## src/rtl/riscv_pkg.sv

```systemverilog
// Shared RISC-V decode constants and helpers.
// Used by the ID stage and its operand scoreboard.
package riscv_pkg;

  localparam int OPC_LSB = 0;
  localparam int OPC_MSB = 6;
  localparam int RD_LSB  = 7;
  localparam int RD_MSB  = 11;
  localparam int RS1_LSB = 15;
  localparam int RS1_MSB = 19;
  localparam int RS2_LSB = 20;
  localparam int RS2_MSB = 24;

  localparam logic [6:0] OPC_OP     = 7'b0110011;
  localparam logic [6:0] OPC_OP_IMM = 7'b0010011;
  localparam logic [6:0] OPC_LOAD   = 7'b0000011;
  localparam logic [6:0] OPC_STORE  = 7'b0100011;
  localparam logic [6:0] OPC_BRANCH = 7'b1100011;
  localparam logic [6:0] OPC_JAL    = 7'b1101111;
  localparam logic [6:0] OPC_JALR   = 7'b1100111;
  localparam logic [6:0] OPC_LUI    = 7'b0110111;
  localparam logic [6:0] OPC_AUIPC  = 7'b0010111;

  typedef struct packed {
    logic rs1_used;
    logic rs2_used;
    logic rd_wr;
  } dec_t;

  function automatic dec_t f_decode(
    input logic [6:0] opc,
    input logic       rd_nz
  );
    dec_t d;
    d.rs1_used = 1'b1;
    d.rs2_used = 1'b0;
    d.rd_wr    = rd_nz;
    case (opc)
      OPC_LUI, OPC_AUIPC, OPC_JAL:
        d.rs1_used = 1'b0;
      OPC_OP:
        d.rs2_used = 1'b1;
      OPC_STORE, OPC_BRANCH: begin
        d.rs2_used = 1'b1;
        d.rd_wr    = 1'b0;
      end
      default: ;
    endcase
    return d;
  endfunction

endpackage

```

## src/rtl/id_scoreboard.sv

```systemverilog
// Per-register pending-write counters for the ID interlock.
// Increments on EX handoff, decrements on writeback, floors at 0.
module id_scoreboard
  import riscv_pkg::*;
#(
  parameter int AW    = 5,
  parameter int NREGS = 32,
  parameter int CNT_W = 2
) (
  input  logic          clk,
  input  logic          rst_n,
  input  logic          i_inc,
  input  logic [AW-1:0] i_inc_addr,
  input  logic          i_dec,
  input  logic [AW-1:0] i_dec_addr,
  input  logic [AW-1:0] i_q1_addr,
  input  logic [AW-1:0] i_q2_addr,
  input  logic [AW-1:0] i_q3_addr,
  output logic          o_busy1,
  output logic          o_busy2,
  output logic          o_full,
  output logic          o_near_full
);

  localparam logic [CNT_W-1:0] MAX = '1;

  logic [CNT_W-1:0] r_cnt [NREGS];

  // Entry 0 is only ever written by reset, so x0 never looks busy.
  always_ff @(posedge clk) begin
    if (!rst_n) begin
      for (int i = 0; i < NREGS; i++)
        r_cnt[i] <= '0;
    end else begin
      for (int i = 1; i < NREGS; i++) begin
        if (i_inc && i_inc_addr == AW'(i) &&
            !(i_dec && i_dec_addr == AW'(i)) &&
            r_cnt[i] != MAX)
          r_cnt[i] <= r_cnt[i] + 1'b1;
        else if (i_dec && i_dec_addr == AW'(i) &&
                 !(i_inc && i_inc_addr == AW'(i)) &&
                 r_cnt[i] != '0)
          r_cnt[i] <= r_cnt[i] - 1'b1;
      end
    end
  end

  assign o_busy1     = r_cnt[i_q1_addr] != '0;
  assign o_busy2     = r_cnt[i_q2_addr] != '0;
  assign o_full      = r_cnt[i_q3_addr] == MAX;
  assign o_near_full = r_cnt[i_q3_addr] == MAX - 1'b1;

endmodule

```

## src/rtl/id_operand_stage.sv

```systemverilog
// ID operand fetch, RAW interlock and ID/EX register.
// Hands decoded operands to EX over valid/ready.
module id_operand_stage
  import riscv_pkg::*;
#(
  parameter int DATA_WIDTH    = 32,
  parameter int ADDRESS_WIDTH = 5,
  parameter int NUM_REGS      = 32,
  parameter int CNT_W         = 2
) (
  input  logic                     clk,
  input  logic                     rst_n,
  input  logic                     if_valid,
  output logic                     if_ready,
  input  logic [31:0]              if_instr,
  input  logic [DATA_WIDTH-1:0]    if_pc,
  input  logic                     flush,
  output logic [ADDRESS_WIDTH-1:0] rf_rd_addr1,
  output logic [ADDRESS_WIDTH-1:0] rf_rd_addr2,
  input  logic [DATA_WIDTH-1:0]    rf_rd_data1,
  input  logic [DATA_WIDTH-1:0]    rf_rd_data2,
  input  logic                     wb_wrt_en,
  input  logic [ADDRESS_WIDTH-1:0] wb_wrt_dest,
  output logic                     ex_valid,
  input  logic                     ex_ready,
  output logic [31:0]              ex_instr,
  output logic [DATA_WIDTH-1:0]    ex_pc,
  output logic [DATA_WIDTH-1:0]    ex_rs1_data,
  output logic [DATA_WIDTH-1:0]    ex_rs2_data,
  output logic [ADDRESS_WIDTH-1:0] ex_rd
);

  logic [ADDRESS_WIDTH-1:0] w_rs1, w_rs2, w_rd;
  dec_t w_dec;
  logic w_busy1, w_busy2, w_full, w_near;
  logic w_haz1, w_haz2, w_haz_rd, w_hazard;
  logic w_cap, w_hand;

  logic                     r_valid;
  logic [31:0]              r_instr;
  logic [DATA_WIDTH-1:0]    r_pc;
  logic [DATA_WIDTH-1:0]    r_rs1_data;
  logic [DATA_WIDTH-1:0]    r_rs2_data;
  logic [ADDRESS_WIDTH-1:0] r_rd;

  assign w_rs1 = if_instr[RS1_MSB:RS1_LSB];
  assign w_rs2 = if_instr[RS2_MSB:RS2_LSB];
  assign w_rd  = if_instr[RD_MSB:RD_LSB];
  assign w_dec = f_decode(if_instr[OPC_MSB:OPC_LSB],
                          w_rd != '0);

  assign rf_rd_addr1 = w_rs1;
  assign rf_rd_addr2 = w_rs2;

  id_scoreboard #(
    .AW    (ADDRESS_WIDTH),
    .NREGS (NUM_REGS),
    .CNT_W (CNT_W)
  ) u_sb (
    .clk         (clk),
    .rst_n       (rst_n),
    .i_inc       (w_hand && r_rd != '0),
    .i_inc_addr  (r_rd),
    .i_dec       (wb_wrt_en && wb_wrt_dest != '0),
    .i_dec_addr  (wb_wrt_dest),
    .i_q1_addr   (w_rs1),
    .i_q2_addr   (w_rs2),
    .i_q3_addr   (w_rd),
    .o_busy1     (w_busy1),
    .o_busy2     (w_busy2),
    .o_full      (w_full),
    .o_near_full (w_near)
  );

  assign w_haz1 = w_dec.rs1_used && w_rs1 != '0 &&
                  (w_busy1 || (r_valid && r_rd == w_rs1));
  assign w_haz2 = w_dec.rs2_used && w_rs2 != '0 &&
                  (w_busy2 || (r_valid && r_rd == w_rs2));
  // The ID/EX writer is not yet counted; include it so the counter never wraps.
  assign w_haz_rd = w_dec.rd_wr &&
                    (w_full ||
                     (w_near && r_valid && r_rd == w_rd));
  assign w_hazard = w_haz1 || w_haz2 || w_haz_rd;

  assign if_ready = rst_n && !w_hazard && !flush &&
                    (!r_valid || ex_ready);
  assign w_cap  = if_valid && if_ready;
  assign w_hand = r_valid && ex_ready && !flush;

  always_ff @(posedge clk) begin
    if (!rst_n) begin
      r_valid    <= 1'b0;
      r_instr    <= '0;
      r_pc       <= '0;
      r_rs1_data <= '0;
      r_rs2_data <= '0;
      r_rd       <= '0;
    end else if (flush) begin
      r_valid <= 1'b0;
    end else if (w_cap) begin
      r_valid    <= 1'b1;
      r_instr    <= if_instr;
      r_pc       <= if_pc;
      r_rs1_data <= (w_rs1 == '0) ? '0 : rf_rd_data1;
      r_rs2_data <= (w_rs2 == '0) ? '0 : rf_rd_data2;
      r_rd       <= w_dec.rd_wr ? w_rd : '0;
    end else if (ex_ready) begin
      r_valid <= 1'b0;
    end
  end

  assign ex_valid    = r_valid;
  assign ex_instr    = r_instr;
  assign ex_pc       = r_pc;
  assign ex_rs1_data = r_rs1_data;
  assign ex_rs2_data = r_rs2_data;
  assign ex_rd       = r_rd;

endmodule
```

## config.mk

```make
export PLATFORM = sky130hd
export DESIGN_NAME = id_operand_stage
export DESIGN_NICKNAME = d
export VERILOG_FILES = /design/src/rtl/riscv_pkg.sv /design/src/rtl/id_scoreboard.sv /design/src/rtl/id_operand_stage.sv
export SDC_FILE = /design/constraint.sdc
export NUM_CORES = 1
export LEC_CHECK = 0
export BUFFER_PORTS_ARGS = -buffer_cell sky130_fd_sc_hd__buf_2
export CAP_MARGIN = 20
export CORE_UTILIZATION = 55
export CTS_BUF_LIST = sky130_fd_sc_hd__clkbuf_2 sky130_fd_sc_hd__clkbuf_4 sky130_fd_sc_hd__clkbuf_8
export DETAILED_ROUTE_END_ITERATION = 8
export MAX_ROUTING_LAYER = met4
export PLACE_DENSITY = 0.83
export SETUP_SLACK_MARGIN = 0.02
export SLEW_MARGIN = 0
export SYNTH_ARGS = -nofsm -noshare
export SYNTH_HDL_FRONTEND = slang
export SYNTH_SLANG_ARGS = --single-unit
```

## constraint.sdc

```tcl
create_clock -name clk -period 3.35 [get_ports clk]
set_input_delay 0.8375 -clock clk [delete_from_list [all_inputs] [get_ports clk]]
set_output_delay 0.8375 -clock clk [all_outputs]
set_load 0.03 [all_outputs]
```

# Word-level counts from Yosys, hierarchy flattened

Memories as Yosys holds them, arrays and structs flattened.
Index checks and enable logic that the tools add are counted.

Add/subtract/negate cells: 62
Multiply operators: 0
$lt $le $gt $ge: 0
Reductions and logical operators: 320
Bitwise operators: 64
Multiplexer cells: 288
Div/mod/pow operators: 0
Equality and inequality tests: 104
Shift-type cells: 0

Operator list:

| cell                                                               | count |
|---|---|
| 1-bit 2-to-1 mux                                                   | 223 |
| 1-bit logical AND                                                  | 203 |
| 5-bit == test, second input constant                               | 32 |
| 2-bit 2-to-1 mux                                                   | 62 |
| 5-bit by 4-bit == test with 1-bit output, second input constant    | 16 |
| 2-bit nonzero test                                                 | 34 |
| 1-bit logical NOT                                                  | 65 |
| 32-bit 2-to-1 mux                                                  | 2 |
| 2-bit by 1-bit adder with 2-bit output, second input constant      | 31 |
| 2-bit != test, second input constant                               | 31 |
| 1-bit bitwise OR                                                   | 62 |
| 2-bit by 1-bit subtractor with 2-bit output, second input constant | 31 |
| 5-bit by 3-bit == test with 1-bit output, second input constant    | 8 |
| 5-bit nonzero test                                                 | 5 |
| 7-bit by 6-bit == test with 1-bit output, second input constant    | 3 |
| 5-bit by 2-bit == test with 1-bit output, second input constant    | 4 |
| 5-bit == test                                                      | 3 |
| 7-bit == test, second input constant                               | 2 |
| 5-bit by 1-bit == test with 1-bit output, second input constant    | 2 |
| 5-bit logical NOT                                                  | 2 |
| 7-bit by 5-bit == test with 1-bit output, second input constant    | 1 |
| 1-bit logical OR                                                   | 6 |
| 3-bit OR reduction                                                 | 2 |
| 5-bit 2-to-1 mux                                                   | 1 |
| 4 further kinds                                                    | 7 |

Flip-flop bits (word level): 134
Latch bits: 0
Logic and storage cells: 845
Output and inout bits: 145
Memories kept: 1
Memory bits (read-only): 0
Input bits: 139
Memory bits (writable): 64

Memories:

| name       | depth | bits a word | read ports | clocked after Yosys merged registers in | write ports | RTL line            | source |
|---|---|---|---|---|---|---|---|
| u_sb.r_cnt | 32    | 2           | 34         | 0                                       | 32          | id_scoreboard.sv:27 | `logic [CNT_W-1:0] r_cnt [NREGS];` |

# Longest topological paths before layout

Gate-level depths: netlist of the first run.

Depth in word-level cells: 13
Gate-level depth with buffers: 12

# By module

From an unflattened synthesis of the first run, not the netlist that was laid out.

Cell total of the unflattened synthesis: 1197
Area, all modules: 10854.2 um^2

By module, submodules not included:

| module           | times used | area each (um^2) | cells an instance |
|---|---|---|---|
| id_operand_stage | 1          | 5665.4           | 635 |
| id_scoreboard    | 1          | 5188.7           | 562 |

# Worst setup path after synthesis of the first run

OpenSTA, ideal clock, no wires.

Path kind: input port to output port
Start point: input port if_instr[8]
End point: output port if_ready
Arrival time: 2.607 ns
Path slack: -0.095 ns
Data required time: 2.513 ns
Stages: 7
Path buffers: 1
Cells stage by stage: buf_2 mux2_1 a221oi_1 nor3_1 a311oi_1 o32ai_1 nor4_4

Longest elaborated chain between the ends: 11
Elaborated cells between the ends (all ways): 15
Those cells by class: 3 x eq/ne; 1 x mux; 10 x reduce/logical; 1 x memory

RTL lines:

| item                                | RTL line               | source |
|---|---|---|
| start, declared                     | id_operand_stage.sv:15 | `input logic [31:0] if_instr,` |
| memory read 32 x 2 bit              | --                     |  |
| 2-bit == test                       | id_scoreboard.sv:51    | `assign o_near_full = r_cnt[i_q3_addr] == MAX - 1'b1;` |
| 1-bit logical AND (2 in series)     | id_operand_stage.sv:82 | `(w_near && r_valid && r_rd == w_rd));` |
| 1-bit logical OR                    | id_operand_stage.sv:81 | `(w_full \|\|` |
| 1-bit logical AND (*)               | id_operand_stage.sv:80 | `assign w_haz_rd = w_dec.rd_wr &&` |
| 1-bit logical OR (*)                | id_operand_stage.sv:83 | `assign w_hazard = w_haz1 \|\| w_haz2 \|\| w_haz_rd;` |
| 1-bit logical NOT (*)               | id_operand_stage.sv:85 | `assign if_ready = rst_n && !w_hazard && !flush &&` |
| 1-bit logical AND (*) (3 in series) | id_operand_stage.sv:85 |  |
| end, declared                       | id_operand_stage.sv:14 | `output logic if_ready,` |

Mark *: on every way between the ends. The rest lies on a longest branch, timed or not.

# Worst setup path after layout of the first run

Ends and elaborated chain as after synthesis.

==> impl_metrics.csv, run 1 <==
group,metric,value,unit
timing,fmax,0.293,GHz
global_routing,grt_pass1_vias,9680,
critical_path,cp_slowest_stage_delay,0.48,ns
logic_synthesis,ys_seq_area_share,42.0,%
logic_synthesis,synth_seq_cells,196,
floorplanning,io_pins,284,
floorplanning,row_count,50,
critical_path,timing.rr.end,"u_sb.r_cnt[5][1]",
logic_synthesis,synth_largest_area_cell,"dfxtp_1",
floorplanning,core_area,19000,µm²
placed_design,numPortBuffers,283,
hold_path,min_path_cells,2,
outcome,violations,"negative setup slack",
critical_path,worstPathCellList,"buf_12 -> buf_8 -> mux4_2 -> nand2_1 -> a21oi_2 -> nor3_2 -> o211ai_1 -> nor4_4 -> buf_6",
hold_path,hp-class,"flip-flop to flip-flop",
global_routing,grt_antenna_before_repair,6,
timing,setup_viol,1,
logic_synthesis,synth_cells,1216,
power,power.leakage,6.87,nW
layout,final_util,70.3,%
critical_path,rr_startpoint,"ex_rd[0]",
clocking,ctsHoldBuffers,0,
timing,finClkSkew,0.0207,ns
hold_path,holdPathEnd,"ex_rs2_data[27]",
route,drc_errors,0,
timing,relSlewSlack,33.3,%
power,power_density,396,nW/µm²
timing,rsz0062_at_grt,"yes",
critical_path,cp-end-kind,"output pin",
clocking,h-tree-depth,4,
power,vdd.ir_drop.worst,261,µV
logic_synthesis,ys.flop_type,"dfxtp_1",
job,max_cap_viol_count,0,
global_routing,grt_max_degree,98,
timing,whs,0.463,ns
logic_synthesis,synth_top_area_share,24.8,%
timing,period_share,102,%
clocking,cts_buffers,17,
critical_path,critPathTopFamily,"simple AND/OR/NAND/NOR gates",
route,via_per_inst,5.80,
critical_path,reg2reg_depth,8,
logic_synthesis,syn_area,10800,µm²
critical_path,required,2.51,ns
critical_path,cp_max_fo,7,
timing,tightestPinTransition,1.00,ns
critical_path,arrival,2.57,ns
logic_synthesis,synth-edff-count,62,
hold_path,hold_path_startpoint,"ex_rs2_data[27]",
placed_design,gp_congestion,0.980,
critical_path,cp.buffers_inverters,3,
route,vias,10400,
critical_path,cp_num_cells,9,
logic_synthesis,synth.yosys.warnings,0,
clocking,clkTransAtPathRegs,0.11,ns
layout,drive_gt1_share,29.1,%
route,drtIter0Drc,934,
critical_path,rrSetupSlack,0.50,ns
logic_synthesis,async_flop_share,0,%
route,post_drt_wl_per_cell,18.7,µm
floorplanning,die_area,20200,µm²
clocking,worstSkewPairLatency,0.49,ns
route,first_pass_iters,7,
global_routing,grt.total_usage,33.8,%
global_routing,grt_overflow,0,
floorplanning,die_h,142,µm
layout,syn_to_final_growth,23.5,%
clocking,cts_tree,"built",
clocking,clock_sinks,196,
clocking,clk_path_buf_depth,2,
timing,finalWorstSetupSlack,-0.0625,ns
critical_path,critPathKind,"input pin to output pin",
route,ant_nets,0,
logic_synthesis,syn-num-nets,1357,
layout,n_fill_cell,1481,
clocking,cts_root_buffer,"clkbuf_8",
timing,period_minus_slack,3.41,ns
placed_design,hpwl,26000,µm
timing,hold_violations,0,
logic_synthesis,yosysUniqueCellTypes,57,
critical_path,critPathLaunchType,"input pin",
critical_path,slowest_stage,"mux4_2",
floorplanning,start_util,56.9,%
outcome,status,"complete, but fails checks",
global_routing,grt_pass1_wl,51000,µm
logic_synthesis,synth_area_leaders,"dfxtp_1 (25%), edfxtp_1 (17%), mux2i_1 (13%), nand2_1 (9.4%), nor2_1 (4.0%)",
timing,maxSlewViolCount,0,
route,drt-total-wl,33400,µm
logic_synthesis,synth.avg_cell_area,8.90,µm²
timing,fin_setup_tns,-0.0625,ns
floorplanning,die_w,142,µm
layout,nets,1649,
==> worst reg2reg max path, delay by kind of cell, from the launching register on <==
kind                   cells  cell delay [ns]
AOI/OAI and AO/OA          1             0.78
buffers and inverters      1             0.17
DFF                        1             0.46
and+or+nand+nor            6             1.17
==> power breakdown <==
part,internal (mW),leakage (nW),total [mW],switching (mW)
sequential,2.57,1.72,2.68,0.111
combinational,0.388,4.93,0.988,0.600
clock,0.595,0.211,1.63,1.03
==> per-layer routing <==
| layer | vias up | wire length [µm] | GRT usage, % |
|---|---|---|---|
| li1 | 4835 | - | - |
| met1 | 4865 | 13100 | 41.2 |
| met2 | 562 | 15600 | 52.5 |
| met3 | 107 | 3340 | 8.38 |
| met4 | 0 | 1300 | 16.1 |
| met5 | - | 0 | - |
==> how the worst max path moves through the flow <==
| stage | slack, ns | startpoint | end |
|---|---|---|---|
| 2_1_floorplan | 0.05 | if_instr[8] | if_ready |
| 4_1_cts | -0.09 | if_instr[8] | if_ready |
| 3_5_place_dp | -0.28 | if_instr[8] | if_ready |
| 5_1_grt | -0.13 | if_instr[8] | if_ready |
| 3_3_place_gp | -0.28 | if_instr[8] | if_ready |
| 6_report | -0.06 | if_instr[8] | if_ready |
==> cell usage in the layout (no fill, tap or decap), drive strengths merged, types with 18 or more instances in the layout <==
cell type    n
mux4        19
nor2       116
nor3        27
xor2        38
nand3       40
nand2      271
edfxtp      62
mux2i      144
a2111oi     23
inv         73
clkbuf      18
buf        356
dfxtp      134
a21oi       26
==> area by class of cell <==
class	count	area [µm²]	area share, %
diodes	7	17.5	0.131
clock buffers	17	234	1.75
clock inverters	15	203	1.52
inverters	65	244	1.82
multi-input cells	871	5680	42.5
flip-flops and latches	196	4540	34.0
well taps	260	325	2.43
repair buffers	357	2130	15.9
==> sequential cells by signal (all words and copies together) (netlist names) <==
signal	cells
ex_rd	5
ex_rs2_data	32
ex_instr	32
ex_rs1_data	32
ex_valid	1
u_sb.r_cnt	62
ex_pc	32
==> cell usage after synthesis (12+ instances only) <==
| cell type | number |
|---|---|
| dfxtp_1 | 134 |
| a2111oi_0 | 23 |
| inv_1 | 64 |
| nor3_1 | 27 |
| a21oi_1 | 26 |
| nor2_1 | 116 |
| o211ai_1 | 12 |
| mux4_2 | 19 |
| edfxtp_1 | 62 |
| buf_2 | 14 |
| nand2_1 | 270 |
| mux2_2 | 12 |
| mux2i_1 | 144 |
| o21ai_0 | 15 |
| xor2_1 | 38 |
| clkbuf_1 | 48 |
| nand3_1 | 40 |
==> cell families after synthesis <==
kind of cell | synth area share, %
compound gates | 8.30
xor+xnor | 3.40
fa+ha+maj | 0.231
buf+inv | 6.13
flops | 42.0
mux | 18.7
simple gates | 21.2
==> through the flow <==
step | worst slack, ns | cells | instance area, µm² | power (mW)
after floorplan | 0.0464 | 1216 | 10800 | 3.32
after global placement | -0.282 | 1743 | 12800 | 3.66
after detailed placement | -0.282 | 1743 | 12800 | 3.69
after CTS | -0.0934 | 1776 | 13300 | 5.30
after global routing | -0.128 | 1787 | 13400 | 5.49
final | -0.0625 | 1788 | 13400 | 5.30
==> repair_timing <==
| item | in CTS | in global routing |
|---|---|---|
| gates resized for setup | 14 | 10 |
| endpoints found under the setup margin | 1 | 1 |
| pin swaps | 5 | 6 |
| buffers inserted | 1 | 5 |
No activity file was read; power rests on OpenSTA's default activity.
==> run 2, diff against run 1 <==
--- a/config.mk
+++ b/config.mk
@@ -7,11 +7,13 @@
 export LEC_CHECK = 0
 export BUFFER_PORTS_ARGS = -buffer_cell sky130_fd_sc_hd__buf_2
 export CAP_MARGIN = 20
-export CORE_UTILIZATION = 55
+export CELL_PAD_IN_SITES_DETAIL_PLACEMENT = 0
+export CELL_PAD_IN_SITES_GLOBAL_PLACEMENT = 1
+export CORE_UTILIZATION = 41
 export CTS_BUF_LIST = sky130_fd_sc_hd__clkbuf_2 sky130_fd_sc_hd__clkbuf_4 sky130_fd_sc_hd__clkbuf_8
 export DETAILED_ROUTE_END_ITERATION = 8
 export MAX_ROUTING_LAYER = met4
-export PLACE_DENSITY = 0.83
+export PLACE_DENSITY_LB_ADDON = 0.1
 export SETUP_SLACK_MARGIN = 0.02
 export SLEW_MARGIN = 0
 export SYNTH_ARGS = -nofsm -noshare
==> run 2 against run 1 <==
Against the previous run: the run still ends with negative setup slack left; critical path depth is 1 higher; maximum frequency is 4.6% lower; cell count is 5.9% higher; count of clock-buffer cells in the layout is 1 higher.
==> impl_metrics.csv, run 2 (synthesis gave the netlist of run 1 again) <==
group,metric,value,unit
outcome,status,"complete, but fails checks",
outcome,violations,"negative setup slack",
clocking,clk_path_buf_depth,2,
placed_design,dp_slack,-0.411,ns
floorplanning,start_util,41.7,%
job,max_cap_viol_count,0,
timing,rsz0062_at_grt,"yes",
placed_design,hpwl,28500,µm
floorplanning,die_h,164,µm
timing,whs,0.461,ns
route,ant_nets,0,
timing,finalWorstSetupSlack,-0.229,ns
critical_path,rr_startpoint,"ex_rd[0]",
critical_path,timing.rr.end,"u_sb.r_cnt[6][1]",
route,drc_errors,0,
power,power_density,391,nW/µm²
critical_path,arrival,2.74,ns
power,p_sw_share,33.3,%
floorplanning,die_w,164,µm
clocking,clkTransAtPathRegs,0.12,ns
power,p_int,3.58,mW
route,first_pass_iters,5,
floorplanning,core_area,26000,µm²
critical_path,reg2reg_depth,9,
route,vias,10200,
floorplanning,row_count,59,
global_routing,grt_pass1_vias,9571,
global_routing,grt_max_degree,94,
global_routing,grt_overflow,0,
power,power.leakage,7.04,nW
floorplanning,die_area,27100,µm²
timing,relSlewSlack,34.0,%
critical_path,critPathLaunchType,"input pin",
placed_design,gp_congestion,0.910,
power,vdd.ir_drop.worst,311,µV
critical_path,critPathLaunch,"if_instr[8]",
route,post_drt_wl_per_cell,19.7,µm
route,drtIter0Drc,758,
clocking,cts_tree,"built",
floorplanning,io_pins,284,
timing,period_share,107,%
global_routing,grt_antenna_before_repair,3,
route,drt-total-wl,37300,µm
layout,nets,1683,
critical_path,rrSetupSlack,0.46,ns
timing,tightestPinTransition,0.990,ns
timing,hold_violations,0,
global_routing,grt_pass1_wl,55400,µm
critical_path,critPathKind,"input pin to output pin",
power,p_switching,1.78,mW
clocking,ctsHoldBuffers,0,
clocking,cts_buffers,17,
clocking,h-tree-depth,4,
power,power_frac_comb,19.3,%
layout,layout_commonest_cell,"buf_2",
layout,syn_to_final_growth,26.7,%
placed_design,place_area,13100,µm²
timing,maxSlewViolCount,0,
timing,period_minus_slack,3.58,ns
critical_path,critPathCapture,"if_ready",
critical_path,required,2.51,ns
route,via_per_inst,5.41,
hold_path,hp-class,"flip-flop to flip-flop",
timing,finClkSkew,0.0324,ns
layout,drive_gt1_share,30.7,%
clocking,cts_root_buffer,"clkbuf_8",
timing,fmax,0.279,GHz
clocking,clock_sinks,196,
global_routing,grt.total_usage,27.9,%
layout,post-route-cell-area,13700,µm²
critical_path,cp-end-kind,"output pin",
layout,top_register,"u_sb.r_cnt",
power,seqPwrFrac,49.9,%
clocking,worstSkewPairLatency,0.49,ns
critical_path,cp_max_fo,6,
layout,largest_reg_flops,62,
layout,n_fill_cell,2599,
layout,layout.cells.most_common_list,"buf_2 (279), nand2_1 (270), mux2i_1 (144), dfxtp_1 (134), nor2_1 (113)",
timing,setup_viol,1,
power,pwr-share-clk,30.8,%
placed_design,numPortBuffers,283,
[run 2: power groups by stage]
stage	Sequential, mW	Clock [mW]	Combinational [mW]
3_3_place_gp	2.72	0	1.00
3_5_place_dp	2.72	0	1.01
6_report	2.67	1.65	1.04
4_1_cts	2.67	1.69	1.03
5_1_grt	2.69	1.79	1.12
2_1_floorplan	2.85	0	0.474
[run 2: how the worst min path moves through the flow]
stage	startpoint	to	cells after the start
2_1_floorplan	u_sb.r_cnt[3][0]	u_sb.r_cnt[3][1]	2
5_1_grt	ex_pc[30]	ex_pc[30]	2
6_report	ex_instr[25]	ex_instr[25]	2
4_1_cts	ex_rs2_data[11]	ex_rs2_data[11]	2
3_5_place_dp	ex_instr[25]	ex_instr[25]	2
3_3_place_gp	ex_pc[21]	ex_pc[21]	2
[run 2: worst max-delay path, stage by stage]
cell	delay [ns]
buf_12	0.11
buf_12	0.13
mux2_4	0.30
a221oi_2	0.29
nor3_2	0.09
a311oi_2	0.32
o32ai_2	0.17
nor4_4	0.21
buf_4	0.15
buf_6	0.13
[run 2: final cells by class]
class | instances | area [µm²] | area share [%]
inverter | 65 | 244 | 1.78
tap | 335 | 419 | 3.06
timing repair buffer | 391 | 2380 | 17.4
multi-input combinational | 871 | 5690 | 41.5
antenna | 3 | 7.51 | 0.0548
clock buffer | 18 | 241 | 1.76
sequential | 196 | 4540 | 33.1
clock inverter | 14 | 185 | 1.35
[run 2: metrics by stage]
step | instances | power (mW) | setup TNS, ns | util (%)
after floorplan | 1216 | 3.32 | 0 | -
after global placement | 1852 | 3.72 | -0.421 | 50.5
after detailed placement | 1852 | 3.73 | -2.95 | 50.5
after CTS | 1887 | 5.39 | -0.239 | 52.6
after global routing | 1893 | 5.59 | -0.321 | 52.8
final | 1893 | 5.36 | -0.229 | 52.8
[run 2: what timing repair did]
| item | CTS | global route |
|---|---|---|
| setup buffers | 3 | 3 |
| resized for setup | 15 | 7 |
| gates cloned | 1 | 0 |
| pin swaps | 9 | 6 |
| endpoints found under the setup margin | 1 | 1 |
[run 2: layer usage]
layer	global-route usage, %	vias up	wire [µm]
li1	-	4900	-
met1	34.6	4869	15800
met2	45.2	417	18000
met3	5.75	46	2810
met4	9.01	0	675
met5	-	-	0
==> run 3, diff against run 2 <==
--- a/config.mk
+++ b/config.mk
@@ -14,6 +14,7 @@
 export DETAILED_ROUTE_END_ITERATION = 8
 export MAX_ROUTING_LAYER = met4
 export PLACE_DENSITY_LB_ADDON = 0.1
+export RECOVER_POWER = 50
 export SETUP_SLACK_MARGIN = 0.02
 export SLEW_MARGIN = 0
 export SYNTH_ARGS = -nofsm -noshare
==> run 3 against run 2 <==
Against the previous run: the run ends with max-capacitance violations, max-slew violations, negative setup slack left; critical endpoint unchanged; clock skew decreased by 0.0019 ns; critical path depth unchanged; count of clock-buffer cells in the layout did not move; flip-flop and latch count stayed put.
==> impl_metrics.csv, run 3 (synthesis gave the netlist of run 1 again) <==
group,metric,value,unit
power,power.leakage,6.43,nW
layout,syn_to_final_growth,24.7,%
global_routing,grt_pass1_wl,55400,µm
route,drtIter0Drc,815,
clocking,clk_path_buf_depth,2,
global_routing,grt_max_degree,94,
power,power_density,396,nW/µm²
route,via_per_inst,5.42,
power,vdd.ir_drop.worst,314,µV
critical_path,cp_slowest_stage_delay,0.32,ns
timing,tightestPinTransition,1.60,ns
layout,nets,1683,
critical_path,cp-end-kind,"output pin",
power,seqPwrFrac,50.1,%
critical_path,cp.buffers_inverters,4,
critical_path,critPathLaunchType,"input pin",
critical_path,slowest_stage,"a311oi_2",
global_routing,grt_antenna_before_repair,3,
clocking,cts_tree,"built",
route,wl_met3,2980,µm
outcome,status,"complete, but fails checks",
clocking,worstSkewPairLatency,0.49,ns
clocking,h-tree-depth,4,
timing,setup_viol,1,
floorplanning,die_area,27100,µm²
clocking,clock_sinks,196,
critical_path,required,2.51,ns
layout,layout_commonest_cell,"nand2_1",
layout,top_register,"u_sb.r_cnt",
power,p_switching,1.79,mW
timing,period_minus_slack,3.59,ns
critical_path,critPathKind,"input pin to output pin",
route,vias,10300,
outcome,violations,"max-capacitance violations, max-slew violations, negative setup slack",
timing,hold_violations,0,
floorplanning,start_util,41.7,%
power,p_total,5.34,mW
global_routing,grt_overflow,0,
floorplanning,die_h,164,µm
global_routing,grt.total_usage,27.9,%
route,first_pass_iters,7,
timing,fmax,0.278,GHz
layout,drive_gt1_share,21.4,%
floorplanning,row_count,59,
critical_path,critPathTopFamily,"compound AO/OA/AOI/OAI gates",
layout,stdcell_count,1893,
route,wl_met2,17900,µm
critical_path,cpMostUsedCell,"buf_12",
placed_design,gp_congestion,0.910,
power,pwr-share-clk,30.9,%
timing,rsz0062_at_grt,"yes",
critical_path,cp_max_fo,6,
route,post_drt_wl_per_cell,19.8,µm
route,top_layer,"met4",
route,met1_length,15800,µm
job,max_cap_viol_count,1,
critical_path,arrival,2.76,ns
timing,finalWorstSetupSlack,-0.243,ns
route,drt-total-wl,37500,µm
timing,period_share,107,%
layout,n_fill_cell,2689,
placed_design,numPortBuffers,283,
clocking,cts_root_buffer,"clkbuf_8",
critical_path,worstPathCellList,"buf_12 -> buf_12 -> mux2_4 -> a221oi_2 -> nor3_2 -> a311oi_2 -> o32ai_2 -> nor4_4 -> buf_4 -> buf_6",
timing,maxSlewViolCount,33,
power,p_int,3.55,mW
clocking,cts_buffers,17,
route,drc_errors,0,
route,ant_nets,0,
layout,layout.cells.most_common_list,"nand2_1 (270), clkbuf_1 (146), mux2i_1 (144), buf_2 (140), dfxtp_1 (134)",
layout,largest_reg_flops,62,
global_routing,grt_pass1_vias,9571,
hold_path,hp-class,"flip-flop to flip-flop",
floorplanning,io_pins,284,
timing,finClkSkew,0.0305,ns
placed_design,hpwl,28500,µm
floorplanning,core_area,26000,µm²
placed_design,dp_cells,1852,
clocking,clkTransAtPathRegs,0.10,ns
timing,relSlewSlack,-6.51,%
power,power_frac_comb,19.0,%
power,p_sw_share,33.5,%
floorplanning,die_w,164,µm
[run 3: area by class of cell]
cell class / instances / area (µm²) / area share [%]
inverter: 65 / 244 / 1.81
timing repair buffer: 391 / 2160 / 16.0
antenna: 3 / 7.51 / 0.0556
sequential: 196 / 4540 / 33.7
tap: 335 / 419 / 3.11
clock inverter: 14 / 185 / 1.37
multi-input combinational: 871 / 5690 / 42.2
clock buffer: 18 / 241 / 1.79
[run 3: worst paths after layout]
path                   startpoint                 to  slack [ns]  depth (start not counted)
hold / removal    ex_rs2_data[16]    ex_rs2_data[16]        0.46                          2
setup reg to reg         ex_rd[2]  u_sb.r_cnt[10][0]        0.11                          8
hold reg to reg   ex_rs2_data[16]    ex_rs2_data[16]        0.46                          2
setup / recovery      if_instr[8]           if_ready       -0.24                         10
[run 3: per-stage QoR]
step           setup TNS [ns]  util, %  hold slack (ns)  setup slack [ns]  instance area [µm²]
6_report               -0.243     51.9            0.464            -0.243                13500
5_1_grt                 -1.30     51.9            0.481            -0.321                13500
4_1_cts                -0.239     52.6            0.464            -0.239                13700
3_5_place_dp            -2.95     50.5            0.447            -0.411                13100
3_3_place_gp           -0.421     50.5            0.442            -0.416                13100
2_1_floorplan               0        -            0.581            0.0464                10800
[run 3: what timing repair did]
item | 4_1_cts | 5_1_grt
buffers inserted | 3 | 3
resized for setup | 15 | 7
hold buffers | 0 | 0
pin swaps | 9 | 6
endpoints found under the setup margin | 1 | 1
cloned | 1 | 0
[run 3: worst register-to-register path, stage by stage (launching register included)]
cell and delay (ns):
dfxtp_1 0.46, clkbuf_1 0.60, nor3_1 0.21, nor3_1 0.17
clkbuf_1 0.31, nand3_1 0.28, a2111oi_0 0.66, nor2_1 0.12
nand2_1 0.14
[run 3: routing by layer]
layer,GRT usage (%),vias to the layer above
li1,-,4904
met1,34.6,4886
met2,45.2,420
met3,5.75,51
met4,9.01,0
met5,-,-
[run 3: power groups by stage]
stage / Sequential, mW / Combinational [mW] / Clock, mW
finish: 2.68 / 1.01 / 1.65
global route: 2.69 / 1.09 / 1.79
CTS: 2.67 / 1.03 / 1.69
detailed placement: 2.72 / 1.01 / 0
global placement: 2.72 / 1.00 / 0
floorplan: 2.85 / 0.474 / 0
